--- src/rtl/sseg_scan_decoder.sv ---
//------------------------------------------------------------------------------
// sseg_scan_decoder
//
// Watches a time-multiplexed, active-low seven-segment display bus and recovers
// the hex value shown on each digit. Every {an, sseg} sample is registered. A
// sample is accepted only after it has been seen unchanged for STABLE_CYCLES
// consecutive samples, which filters scan transitions and ghosting. Accepted
// samples update the per-digit nibble, flag non-hex segment patterns or illegal
// anode combinations, and a pulse marks each completed display frame.
//
// Parameters:
//   NUM_DIGITS     number of multiplexed digits / anode lines
//   STABLE_CYCLES  identical consecutive samples needed for acceptance (2..255)
//
// Ports:
//   clk          system clock
//   reset_n      asynchronous, active-low reset
//   an           anode selects, active-low (bit i low selects digit i)
//   sseg         segment lines, active-low, gfedcba (bit6 = g, bit0 = a)
//   hex_out      decoded digits, nibble i = hex_out[4i+3:4i]
//   digit_valid  bit i set while nibble i holds a decoded value
//   frame_done   one-cycle pulse once every digit has been accepted
//   bad_pattern  one-cycle pulse: accepted one-hot anode, non-hex segments
//   err_an       one-cycle pulse: accepted sample with several anodes low
//------------------------------------------------------------------------------
`timescale 1ns/1ps

module sseg_scan_decoder #(
    parameter int NUM_DIGITS    = 4,
    parameter int STABLE_CYCLES = 4
) (
    input  logic                    clk,
    input  logic                    reset_n,
    input  logic [NUM_DIGITS-1:0]   an,
    input  logic [6:0]              sseg,
    output logic [4*NUM_DIGITS-1:0] hex_out,
    output logic [NUM_DIGITS-1:0]   digit_valid,
    output logic                    frame_done,
    output logic                    bad_pattern,
    output logic                    err_an
);

    localparam int              SW      = NUM_DIGITS + 7;
    localparam int              CW      = $clog2(STABLE_CYCLES + 1);
    localparam logic [CW-1:0]   CNT_MAX = CW'(STABLE_CYCLES);
    localparam logic [CW-1:0]   CNT_ONE = CW'(1);

    typedef enum logic [1:0] {
        IDLE   = 2'd0,
        SETTLE = 2'd1,
        HOLD   = 2'd2
    } state_t;

    state_t                  state_q, state_d;
    logic [SW-1:0]           sample_q;
    logic [SW-1:0]           sample_in;
    logic [CW-1:0]           count_q, count_d;
    logic [NUM_DIGITS-1:0]   seen_q, seen_d, seen_set;
    logic [4*NUM_DIGITS-1:0] hex_d;
    logic [NUM_DIGITS-1:0]   valid_d;
    logic                    frame_d, bad_d, err_d;
    logic                    changed, accept;
    logic [NUM_DIGITS-1:0]   an_low;
    logic                    an_none, an_onehot;
    logic                    pat_ok;
    logic [3:0]              pat_val;

    assign sample_in = {an, sseg};
    assign changed   = (sample_in != sample_q);
    assign an_low    = ~an;
    assign an_none   = (an_low == '0);
    assign an_onehot = $onehot(an_low);

    // Segment pattern to hex value lookup. Anything outside the sixteen
    // legal glyphs, including a blank display, is reported as invalid.
    always_comb begin
        pat_ok  = 1'b1;
        pat_val = 4'h0;
        case (sseg)
            7'h40: pat_val = 4'h0;
            7'h79: pat_val = 4'h1;
            7'h24: pat_val = 4'h2;
            7'h30: pat_val = 4'h3;
            7'h19: pat_val = 4'h4;
            7'h12: pat_val = 4'h5;
            7'h02: pat_val = 4'h6;
            7'h78: pat_val = 4'h7;
            7'h00: pat_val = 4'h8;
            7'h10: pat_val = 4'h9;
            7'h08: pat_val = 4'hA;
            7'h03: pat_val = 4'hB;
            7'h46: pat_val = 4'hC;
            7'h21: pat_val = 4'hD;
            7'h06: pat_val = 4'hE;
            7'h0E: pat_val = 4'hF;
            default: pat_ok = 1'b0;
        endcase
    end

    // Stability counter: restarts at one on any change of the sampled bus and
    // otherwise counts up, saturating so a long hold cannot wrap around.
    always_comb begin
        count_d = count_q;
        if (changed) begin
            count_d = CNT_ONE;
        end else if (count_q != CNT_MAX) begin
            count_d = count_q + CNT_ONE;
        end
    end

    // Next-state logic. A blank anode bus always parks the FSM in IDLE. The
    // acceptance point is the edge on which the counter reaches its limit
    // while settling, so a held value is accepted once and then held.
    always_comb begin
        state_d = state_q;
        accept  = 1'b0;
        if (an_none) begin
            state_d = IDLE;
        end else if (changed) begin
            state_d = SETTLE;
        end else begin
            case (state_q)
                IDLE:    state_d = SETTLE;
                SETTLE: begin
                    if (count_d == CNT_MAX) begin
                        state_d = HOLD;
                        accept  = 1'b1;
                    end
                end
                HOLD:    state_d = HOLD;
                default: state_d = IDLE;
            endcase
        end
    end

    // Output update on acceptance. The seen mask includes the digit being
    // accepted this cycle, so the frame pulse and the mask clear coincide
    // with the final digit of the frame.
    always_comb begin
        hex_d    = hex_out;
        valid_d  = digit_valid;
        seen_set = seen_q;
        seen_d   = seen_q;
        frame_d  = 1'b0;
        bad_d    = 1'b0;
        err_d    = 1'b0;
        if (accept) begin
            if (an_onehot) begin
                for (int i = 0; i < NUM_DIGITS; i++) begin
                    if (an_low[i]) begin
                        seen_set[i] = 1'b1;
                        if (pat_ok) begin
                            hex_d[4*i +: 4] = pat_val;
                            valid_d[i]      = 1'b1;
                        end else begin
                            valid_d[i] = 1'b0;
                            bad_d      = 1'b1;
                        end
                    end
                end
                if (&seen_set) begin
                    frame_d = 1'b1;
                    seen_d  = '0;
                end else begin
                    seen_d = seen_set;
                end
            end else begin
                err_d = 1'b1;
            end
        end
    end

    // State and output registers. The sample register resets to all ones so
    // an idle, blank bus right after reset is not seen as a change.
    always_ff @(posedge clk or negedge reset_n) begin
        if (!reset_n) begin
            state_q     <= IDLE;
            sample_q    <= '1;
            count_q     <= '0;
            seen_q      <= '0;
            hex_out     <= '0;
            digit_valid <= '0;
            frame_done  <= 1'b0;
            bad_pattern <= 1'b0;
            err_an      <= 1'b0;
        end else begin
            state_q     <= state_d;
            sample_q    <= sample_in;
            count_q     <= count_d;
            seen_q      <= seen_d;
            hex_out     <= hex_d;
            digit_valid <= valid_d;
            frame_done  <= frame_d;
            bad_pattern <= bad_d;
            err_an      <= err_d;
        end
    end

endmodule

--- config.mk ---
export PLATFORM = sky130hd
export DESIGN_NAME = sseg_scan_decoder
export DESIGN_NICKNAME = d
export VERILOG_FILES = /design/src/rtl/sseg_scan_decoder.sv
export SDC_FILE = /design/constraint.sdc
export NUM_CORES = 1
export LEC_CHECK = 0
export CAP_MARGIN = 20
export CORE_MARGIN = 3
export CORE_UTILIZATION = 52
export DETAILED_ROUTE_END_ITERATION = 12
export GPL_ROUTABILITY_DRIVEN = 0
export PLACE_DENSITY = 0.82
export SLEW_MARGIN = 20
export SYNTH_ARGS = -nofsm -noshare
export SYNTH_HDL_FRONTEND = slang
export SYNTH_SLANG_ARGS = --single-unit
--- constraint.sdc ---
create_clock -name clk -period 7.02 [get_ports clk]
set_clock_uncertainty 0.15 [all_clocks]
set_input_delay 1.053 -clock clk [delete_from_list [all_inputs] [get_ports clk]]
set_output_delay 1.053 -clock clk [all_outputs]
set_load 0.03 [all_outputs]
==> results of run 1 <==
worst max path at each step:
stage	to	from	cells past startpoint	slack (ns)
3_5_place_dp	hex_out[1]	an[0]	10	2.37
4_1_cts	hex_out[1]	an[0]	10	2.67
2_1_floorplan	hex_out[1]	an[0]	9	3.19
5_1_grt	digit_valid[0]	an[0]	9	2.56
3_3_place_gp	hex_out[1]	an[0]	10	2.48
6_report	hex_out[1]	an[0]	10	2.65
layer usage:
metal  GRT usage, %  up-vias
met1           28.8      927
met4           6.80        0
li1               -      955
met2           31.6       58
met3           3.34        6
met5              0        -
registers in the layout, indices dropped and copies added, names as in the netlist, 2 cells and up:
register     count
hex_out         16
state_q          2
seen_q           4
count_q          3
digit_valid      4
sample_q        11
final cells by class:
cell class	instances	area, um2
Tap cell	52	65.1
Clock buffer	8	101
Multi-Input combinational cell	162	1240
Sequential cell	43	1090
Fill cell	380	1550
Timing Repair Buffer	36	353
Inverter	29	109
cell usage in the layout (no fill, tap or decap), types with 7 or more instances in the layout:
cell type	instances
clkdlybuf4s50_1	34
nand2_1	8
o21ai_0	14
nand4_1	7
xnor2_1	12
dfstp_2	11
ha_1	7
nor2_1	9
nand3_1	11
dfrtp_1	32
nor3_1	8
inv_1	29
metrics by stage:
step           utilization [%]  total power, W
6_report                  65.6        0.000485
3_5_place_dp              63.3        0.000317
3_3_place_gp              63.3        0.000315
5_1_grt                   65.6        0.000507
2_1_floorplan                -        0.000295
4_1_cts                   65.6        0.000488
logic make-up (layout without fill, tap and decap cells):
family | Yosys count | in the layout | synth area share, %
adders and majority gates | 8 | 8 | 4.32
xor gates and xnor gates | 13 | 13 | 4.57
and+or+nand+nor | 83 | 83 | 21.3
DFF | 43 | 43 | 43.7
AOI/OAI and AO/OA | 51 | 51 | 16.2
buffers and inverters | 41 | 73 | 6.68
muxes | 7 | 7 | 3.21
power breakdown:
group / switching [W] / internal, W / total [W]
combinational: 0.0000359 / 0.0000213 / 0.0000572
sequential: 0.00000152 / 0.000254 / 0.000255
clock: 0.0000809 / 0.0000922 / 0.000173
total: 0.000118 / 0.000367 / 0.000485
worst reg2reg max path: stages, from the launching register on:
cell and delay (ns):
dfrtp_1 0.44, inv_1 0.06, ha_1 0.24, or3b_1 0.37, a311oi_2 0.76, nand2_1 0.26
nor4_2 0.33, mux2_2 0.38
==> results.md, run 1 <==
- Status: completed
- Hpwl dp: 3730 um
- Count leader, synth: dfrtp_1
- Post-route cell area: 0.00295 mm2
- Slew Limit Headroom: 39.3%
- Initial antenna violation count: 0
- P&R area growth vs syn: 18.5%
- Inserted Clock Buffers: 5
- R2r worst-path depth: 7
- Hold Fails Final Rpt: 0
- CTS sink cnt: 43
- Die width: 75.2 um
- Synth Net Count: 267
- Max-capacitance violation count: 0
- YS warnings: 0
- Max Used Layer: met4
- GRT Resource Usage Total: 20.2%
- Slowest CP cell: fa_1
- Drt drc: 0
- DP Cell Count: 322
- Setup_tns: 0 ns
- Routed met1 length: 2470 um
- Library cells used by synthesis: 56
- Core area: 0.00450 mm2
- Post-synth EDFFs: 0
- Startpoint Class: primary input
- Gr ovfl total: 0
- RSZ-0062 raised after global routing: no
- Crit path max-delay family: adder cells
- Async SR Flop Fraction: 100%
- Maximum VDD drop: 0.133 mV
- First-pass GRT wire length: 8720 um
- Yosys top cell area share: 32.1%
- Placed cell areas: 0.00285 mm2
- WP buf/inv: 2
- Tcrit/Tclk final: 62.3%
- Cts repair resizes: 0
- Max Fclk: 229 MHz
- Post-synthesis sequential element count: 43
- Met2 wire len: 2490 um
- Vias: 1,946
- Final Instance Count excl. Fillers: 330
- RR Startpoint: count_q[0]
- Post-synth top cells: dfrtp_1 (32), inv_1 (29), o21ai_0 (14)
- P per Cell Area: 164 mW/mm2
- Final Slew Violations: 0
- Worst setup margin: 2.65 ns
- Post-CTS Setup Bufs: 0
- Most used cell, CP: ha_1
- CTS Buffer Depth: 2
- WHS Path Cells: 1
- FF-to-FF End: digit_valid[0]
- R2R Setup Slk: 3.91 ns
- Sink of the worst hold path: seen_q[3]
- CP max FO: 7
- Cell Area, Synth: 0.00249 mm2
- DR WL/cell: 15.9 um
- Final WL: 5240 um
- CTS Root Cell: clkbuf_8
- Met3 wire length: 207 um
- Cells after synthesis: 246
- IO buf count: 35
- Vias in the first global route: 1,862
- Initial core utilization: 55.3%
- Finish-stage setup viols: 0
- Dominant synthesized flop cell: dfrtp_1
- Crit. End Element: register
- Clock transition at path regs: 0.09 ns
- Synth area leader: dfrtp_1
- Seq/Total Area, Yosys: 43.7%
- Min Clock Period, post-route: 4.37 ns
- Die H: 75.2 um
- Die area: 0.00566 mm2
- 1st-iter DRT viols: 106
- Share of cells above drive strength 1: 14.0%
- TritonCTS clock tree: built
- Synth top area cells: dfrtp_1 (32%), dfstp_2 (12%), inv_1 (4.4%)
- Pre-antenna DRT Iters: 6
- Mean number of vias per cell: 5.90
- I/O pin cnt: 36
- Worst slew pin tran: 0.911 ns
- Nets: 298
- Critical path class: in2reg
- Hold Path Class: reg2reg
- Worst skew pair latency: 0.30 ns
- Max incr delay on CP: 0.60 ns
- Worst EP arrival: 4.40 ns
- H-tree Lvls: 2
- N_diodes: 0
- P_leak: 1.26 nW
- Routed Antenna Nets: 0
- Worst EP required: 7.05 ns
- Setup WS pre-CTS: 2.37 ns
- Worst Min Path Start: seen_q[3]
- Worst path cell trace: clkdlybuf4s50_1, fa_1, inv_1, ha_1, ha_1, or3b_2, nor2_1, nand4_2, a311oi_4, mux2_4
- Avg Cell Area, Syn: 10.1 um2
- WHS: 0.359 ns
- # rows: 24
- # hold bufs at CTS: 0
- Largest net degree at the start of global routing: 44
Power figures use the tool's default switching activity.
==> inputs of run 2 (changes only) <==
- CORE_UTILIZATION: 52 -> 49
- PLACE_DENSITY: 0.82 -> 0.81
- clock period: 7.02 -> 3.86 ns (I/O delays scaled with it)
==> run 2 against run 1 <==
Against the previous run: total power is 93% higher; clock power grew 100%; die area up 5.6%; critical path type unchanged; critical endpoint unchanged; largest cell class unchanged; largest power group unchanged.
==> results.md, run 2 (synthesis results as in run 1) <==
- TritonCTS clock tree: built
- Maximum VDD drop: 0.169 mV
- 1st-iter DRT viols: 197
- Tcrit/Tclk final: 94.0%
- Inserted Clock Buffers: 5
- Slew Limit Headroom: 36.9%
- CTS sink cnt: 43
- Largest regs: hex_out: 16 flops, sample_q: 11 flops
- Max incr delay on CP: 0.55 ns
- N_diodes: 0
- H-tree Lvls: 2
- Gr ovfl total: 0
- P per Cell Area: 304 mW/mm2
- Status: completed
- Worst skew pair latency: 0.30 ns
- R2R Setup Slk: 1.16 ns
- First-pass GRT wire length: 9560 um
- Initial antenna violation count: 0
- Cts repair resizes: 0
- Clock transition at path regs: 0.09 ns
- Top reg by flops: hex_out
- Final Util: 64.0%
- RSZ-0062 raised after global routing: no
- Worst EP arrival: 3.67 ns
- Worst EP required: 3.90 ns
- Largest net degree at the start of global routing: 44
- Crit. End Element: register
- Nets: 311
- Worst slew pin tran: 0.946 ns
- Worst path cell trace: clkdlybuf4s50_1, fa_1, inv_1, ha_1, ha_1, or3b_2, nor2_1, nand4_2, a311oi_4, mux2_4
- Vias in the first global route: 1,946
- Critical path class: in2reg
- Finish-stage setup viols: 0
- Final Slew Violations: 0
- Max Fclk: 276 MHz
- RR Startpoint: count_q[0]
- Die width: 77.3 um
- Die H: 77.3 um
- P&R area growth vs syn: 23.6%
- Mean number of vias per cell: 5.69
- Share of cells above drive strength 1: 18.6%
- Number of flip-flops under the largest register name: 16
- R2r worst-path depth: 8
- FF-to-FF End: hex_out[10]
- Origin of the worst setup path: an[0]
- Min Clock Period, post-route: 3.63 ns
- Initial core utilization: 51.7%
- Drt drc: 0
- Most used cell, CP: ha_1
- CTS Root Cell: clkbuf_8
- Die area: 0.00598 mm2
- Slowest CP cell: fa_1
- Commonest non-fill, non-tap cells in the layout: clkdlybuf4s50_1 (34), dfrtp_1 (32), inv_1 (29)
- Core area: 0.00482 mm2
- P_leak: 1.33 nW
- Final WL: 5560 um
- GRT Resource Usage Total: 20.0%
- Hold Path Class: in2async
- # rows: 25
- Commonest non-fill, non-tap cell in the layout: clkdlybuf4s50_1
- I/O pin cnt: 36
- Post-CTS Setup Bufs: 0
- Tot Pwr: 0.000936 W
- Pre-antenna DRT Iters: 4
- IO buf count: 35
- CTS Buffer Depth: 2
- CP max FO: 3
- Startpoint Class: primary input
- Hpwl dp: 4000 um
- Routed Antenna Nets: 0
- Hold Fails Final Rpt: 0
- Vias: 2,036
- Worst setup path endpoint: hex_out[1]
- Max-capacitance violation count: 0
- DR WL/cell: 15.5 um
- # hold bufs at CTS: 0
[run 2: cell types whose count changed in the layout (fill, tap and decap cells not counted), sizes merged]
cell    delta
buf       +13
bufinv     +1
clkbuf     -3
clkinv     +2
[run 2: layout make-up]
| class | count | area (um2) |
|---|---|---|
| Clock buffer | 5 | 68.8 |
| Sequential cell | 43 | 1090 |
| Inverter | 29 | 109 |
| Tap cell | 67 | 83.8 |
| Fill cell | 407 | 1740 |
| Clock inverter | 3 | 43.8 |
| Multi-Input combinational cell | 162 | 1240 |
| Timing Repair Buffer | 49 | 450 |
[run 2: metal layers]
layer / track usage (%) / vias up / part of all wire, %
met3: 4.46 / 8 / 5.3
met2: 31.3 / 61 / 48
met1: 27.7 / 982 / 45
li1: - / 985 / -
met5: 0 / - / 0
met4: 6.23 / 0 / 1.4
[run 2: worst min path at each step]
stage / endpoint / slack (ns) / cells past startpoint / start
2_1_floorplan: bad_pattern / 0.13 / 0 / reset_n
3_3_place_gp: seen_q[0] / 0.33 / 1 / seen_q[0]
3_5_place_dp: seen_q[1] / 0.33 / 1 / seen_q[1]
4_1_cts: digit_valid[2] / 0.30 / 1 / reset_n
5_1_grt: hex_out[1] / 0.33 / 1 / reset_n
6_report: hex_out[1] / 0.27 / 1 / reset_n
[run 2: power by group]
part	internal [W]	leakage, nW	total [W]	switching [W]
clock	0.000193	0.0581	0.000353	0.000160
sequential	0.000461	0.474	0.000464	0.00000274
combinational	0.0000495	0.800	0.000119	0.0000700
[run 2: worst max-delay path: cells and delay by family]
family	cells	cell delay, ns
adder cells (fa/ha/maj)	3	1.00
AND/OR/NAND/NOR	3	0.92
buffers and inverters	2	0.49
AO/OA/AOI/OAI	1	0.33
multiplexers	1	0.33
[run 2: metrics by stage]
| stage | instances | setup WS (ns) | TNS, ns | instance area (um2) | hold slack (ns) |
|---|---|---|---|---|---|
| 6_report | 358 | 0.231 | 0 | 3080 | 0.274 |
| 5_1_grt | 358 | 0.0689 | 0 | 3080 | 0.333 |
| 4_1_cts | 358 | 0.234 | 0 | 3080 | 0.305 |
| 3_5_place_dp | 350 | -0.0795 | -0.340 | 2970 | 0.331 |
| 3_3_place_gp | 350 | -0.0323 | -0.0323 | 2970 | 0.331 |
| 2_1_floorplan | 246 | 0.508 | 0 | 2490 | 0.133 |
==> inputs of run 3 (changes only) <==
- PLACE_DENSITY: 0.81 -> unset
- PLACE_DENSITY_LB_ADDON: unset -> 0.15
==> run 3 against run 2 <==
Against the previous run: clock-buffer cell count stayed put; critical path type unchanged; global-route usage down 0.52 points; hold slack got worse by 0.016 ns; sequential power hardly changed; largest cell class unchanged; highest routed layer unchanged; critical path depth up 1; sequential share of layout area increased by 0.23 points; sequential cell count is the same; cell count decreased by 0.56%; cell area is 0.65% lower.
==> results.md, run 3 (synthesis results as in run 1) <==
- Status: completed
- Nets: 309
- Max-capacitance violation count: 0
- CTS sink cnt: 43
- Max Fclk: 284 MHz
- Initial antenna violation count: 0
- Crit. End Element: register
- Commonest non-fill, non-tap cells in the layout: clkdlybuf4s50_1 (34), dfrtp_1 (32), inv_1 (29)
- DR WL/cell: 15.2 um
- Tcrit/Tclk final: 91.4%
- Finish-stage setup viols: 0
- Die H: 77.3 um
- Multi-input logic area: 0.00124 mm2
- Final WL: 5400 um
- TritonCTS clock tree: built
- Hold Path Class: in2async
- First-pass GRT wire length: 9430 um
- Share of cells above drive strength 1: 17.6%
- Startpoint Class: primary input
- Final Slew Violations: 0
- P per Cell Area: 303 mW/mm2
- Worst EP required: 3.88 ns
- # rows: 25
- CP max FO: 4
- RSZ-0062 raised after global routing: no
- Slew Limit Headroom: 38.8%
- I/O pin cnt: 36
- Gr ovfl total: 0
- Pre-antenna DRT Iters: 4
- GRT Resource Usage Total: 19.5%
- P&R area growth vs syn: 22.8%
- Top reg by flops: hex_out
- Core area: 0.00482 mm2
- Hold Fails Final Rpt: 0
- Clock transition at path regs: 0.08 ns
- Min Clock Period, post-route: 3.53 ns
- Critical path class: in2reg
- Sequential cell area: 0.00109 mm2
- Vias in the first global route: 1,970
- Die width: 77.3 um
- Initial core utilization: 51.7%
- Maximum VDD drop: 0.245 mV
- Hpwl dp: 3960 um
- Tot Pwr: 0.000927 W
- Worst slew pin tran: 0.917 ns
- CTS Root Cell: clkbuf_8
- Cts repair resizes: 0
- Post-CTS Setup Bufs: 0
- # hold bufs at CTS: 0
- P_leak: 1.32 nW
- Routed Antenna Nets: 0
- Number of flip-flops under the largest register name: 16
- IO buf count: 35
- Final Instance Count excl. Fillers: 356
- Mean number of vias per cell: 5.65
- Drt drc: 0
- Largest net degree at the start of global routing: 44
- H-tree Lvls: 2
- Commonest non-fill, non-tap cell in the layout: clkdlybuf4s50_1
- 1st-iter DRT viols: 179
- Inserted Clock Buffers: 5
- Largest regs: hex_out: 16 flops, sample_q: 11 flops
- Die area: 0.00598 mm2
- # fillers: 453
- CTS Buffer Depth: 2
- Vias: 2,011
- Worst skew pair latency: 0.30 ns
- N_diodes: 0
- DP Cell Count: 348
- Worst EP arrival: 3.54 ns
-- run 3: cell types whose count changed in the layout (fill, tap and decap cells not counted), sizes merged --
cell / delta
buf: -2
-- run 3: final cells by class --
type / count / area share (%)
multi-input cells: 162 / 40.4
inverters: 29 / 3.56
clock buffers: 5 / 2.25
repair buffers: 47 / 14.2
flip-flops and latches: 43 / 35.6
clock inverters: 3 / 1.27
well taps: 67 / 2.74
-- run 3: path summary, 6_finish.rpt --
path | startpoint | endpoint | slack (ns) | cells after the start
worst min register to register | seen_q[2] | seen_q[2] | 0.36 | 1
worst min-delay path | reset_n | err_an | 0.26 | 1
worst max-delay path | an[0] | hex_out[7] | 0.33 | 11
worst max register to register | count_q[0] | hex_out[1] | 1.21 | 8
min in group clk | seen_q[2] | seen_q[2] | 0.36 | 1
max in group asynchronous | reset_n | hex_out[2] | 2.73 | 1
-- run 3: per-stage QoR --
| stage | cell area, um2 | setup TNS [ns] | setup slack [ns] | hold slack (ns) | util, % |
|---|---|---|---|---|---|
| floorplan | 2490 | 0 | 0.508 | 0.133 | - |
| global placement | 2950 | 0 | 0.0627 | 0.333 | 61.3 |
| detailed placement | 2950 | -0.00611 | -0.00611 | 0.339 | 61.3 |
| CTS | 3060 | 0 | 0.324 | 0.300 | 63.6 |
| global route | 3060 | 0 | 0.146 | 0.331 | 63.6 |
| finish | 3060 | 0 | 0.334 | 0.258 | 63.6 |
-- run 3: per-layer routing --
layer / up-vias / part of all wire [%] / GRT usage (%)
met4: 0 / 1.7 / 6.58
met5: - / 0 / 0
met1: 974 / 47 / 26.0
met2: 53 / 48 / 32.0
li1: 974 / - / -
met3: 10 / 3.8 / 3.40
-- run 3: critical path: stages --
cell             delay (ns)
clkdlybuf4s50_1        0.45
fa_1                   0.55
inv_1                  0.04
ha_1                   0.17
ha_1                   0.29
or3b_2                 0.49
nor2_1                 0.18
buf_4                  0.15
nand4_1                0.12
a311oi_2               0.39
o21ai_0                0.15
-- run 3: power by group --
group	leakage [nW]	switching, W	internal [W]
registers	0.474	0.00000265	0.000461
clock network	0.0556	0.000159	0.000190
logic	0.792	0.0000672	0.0000470
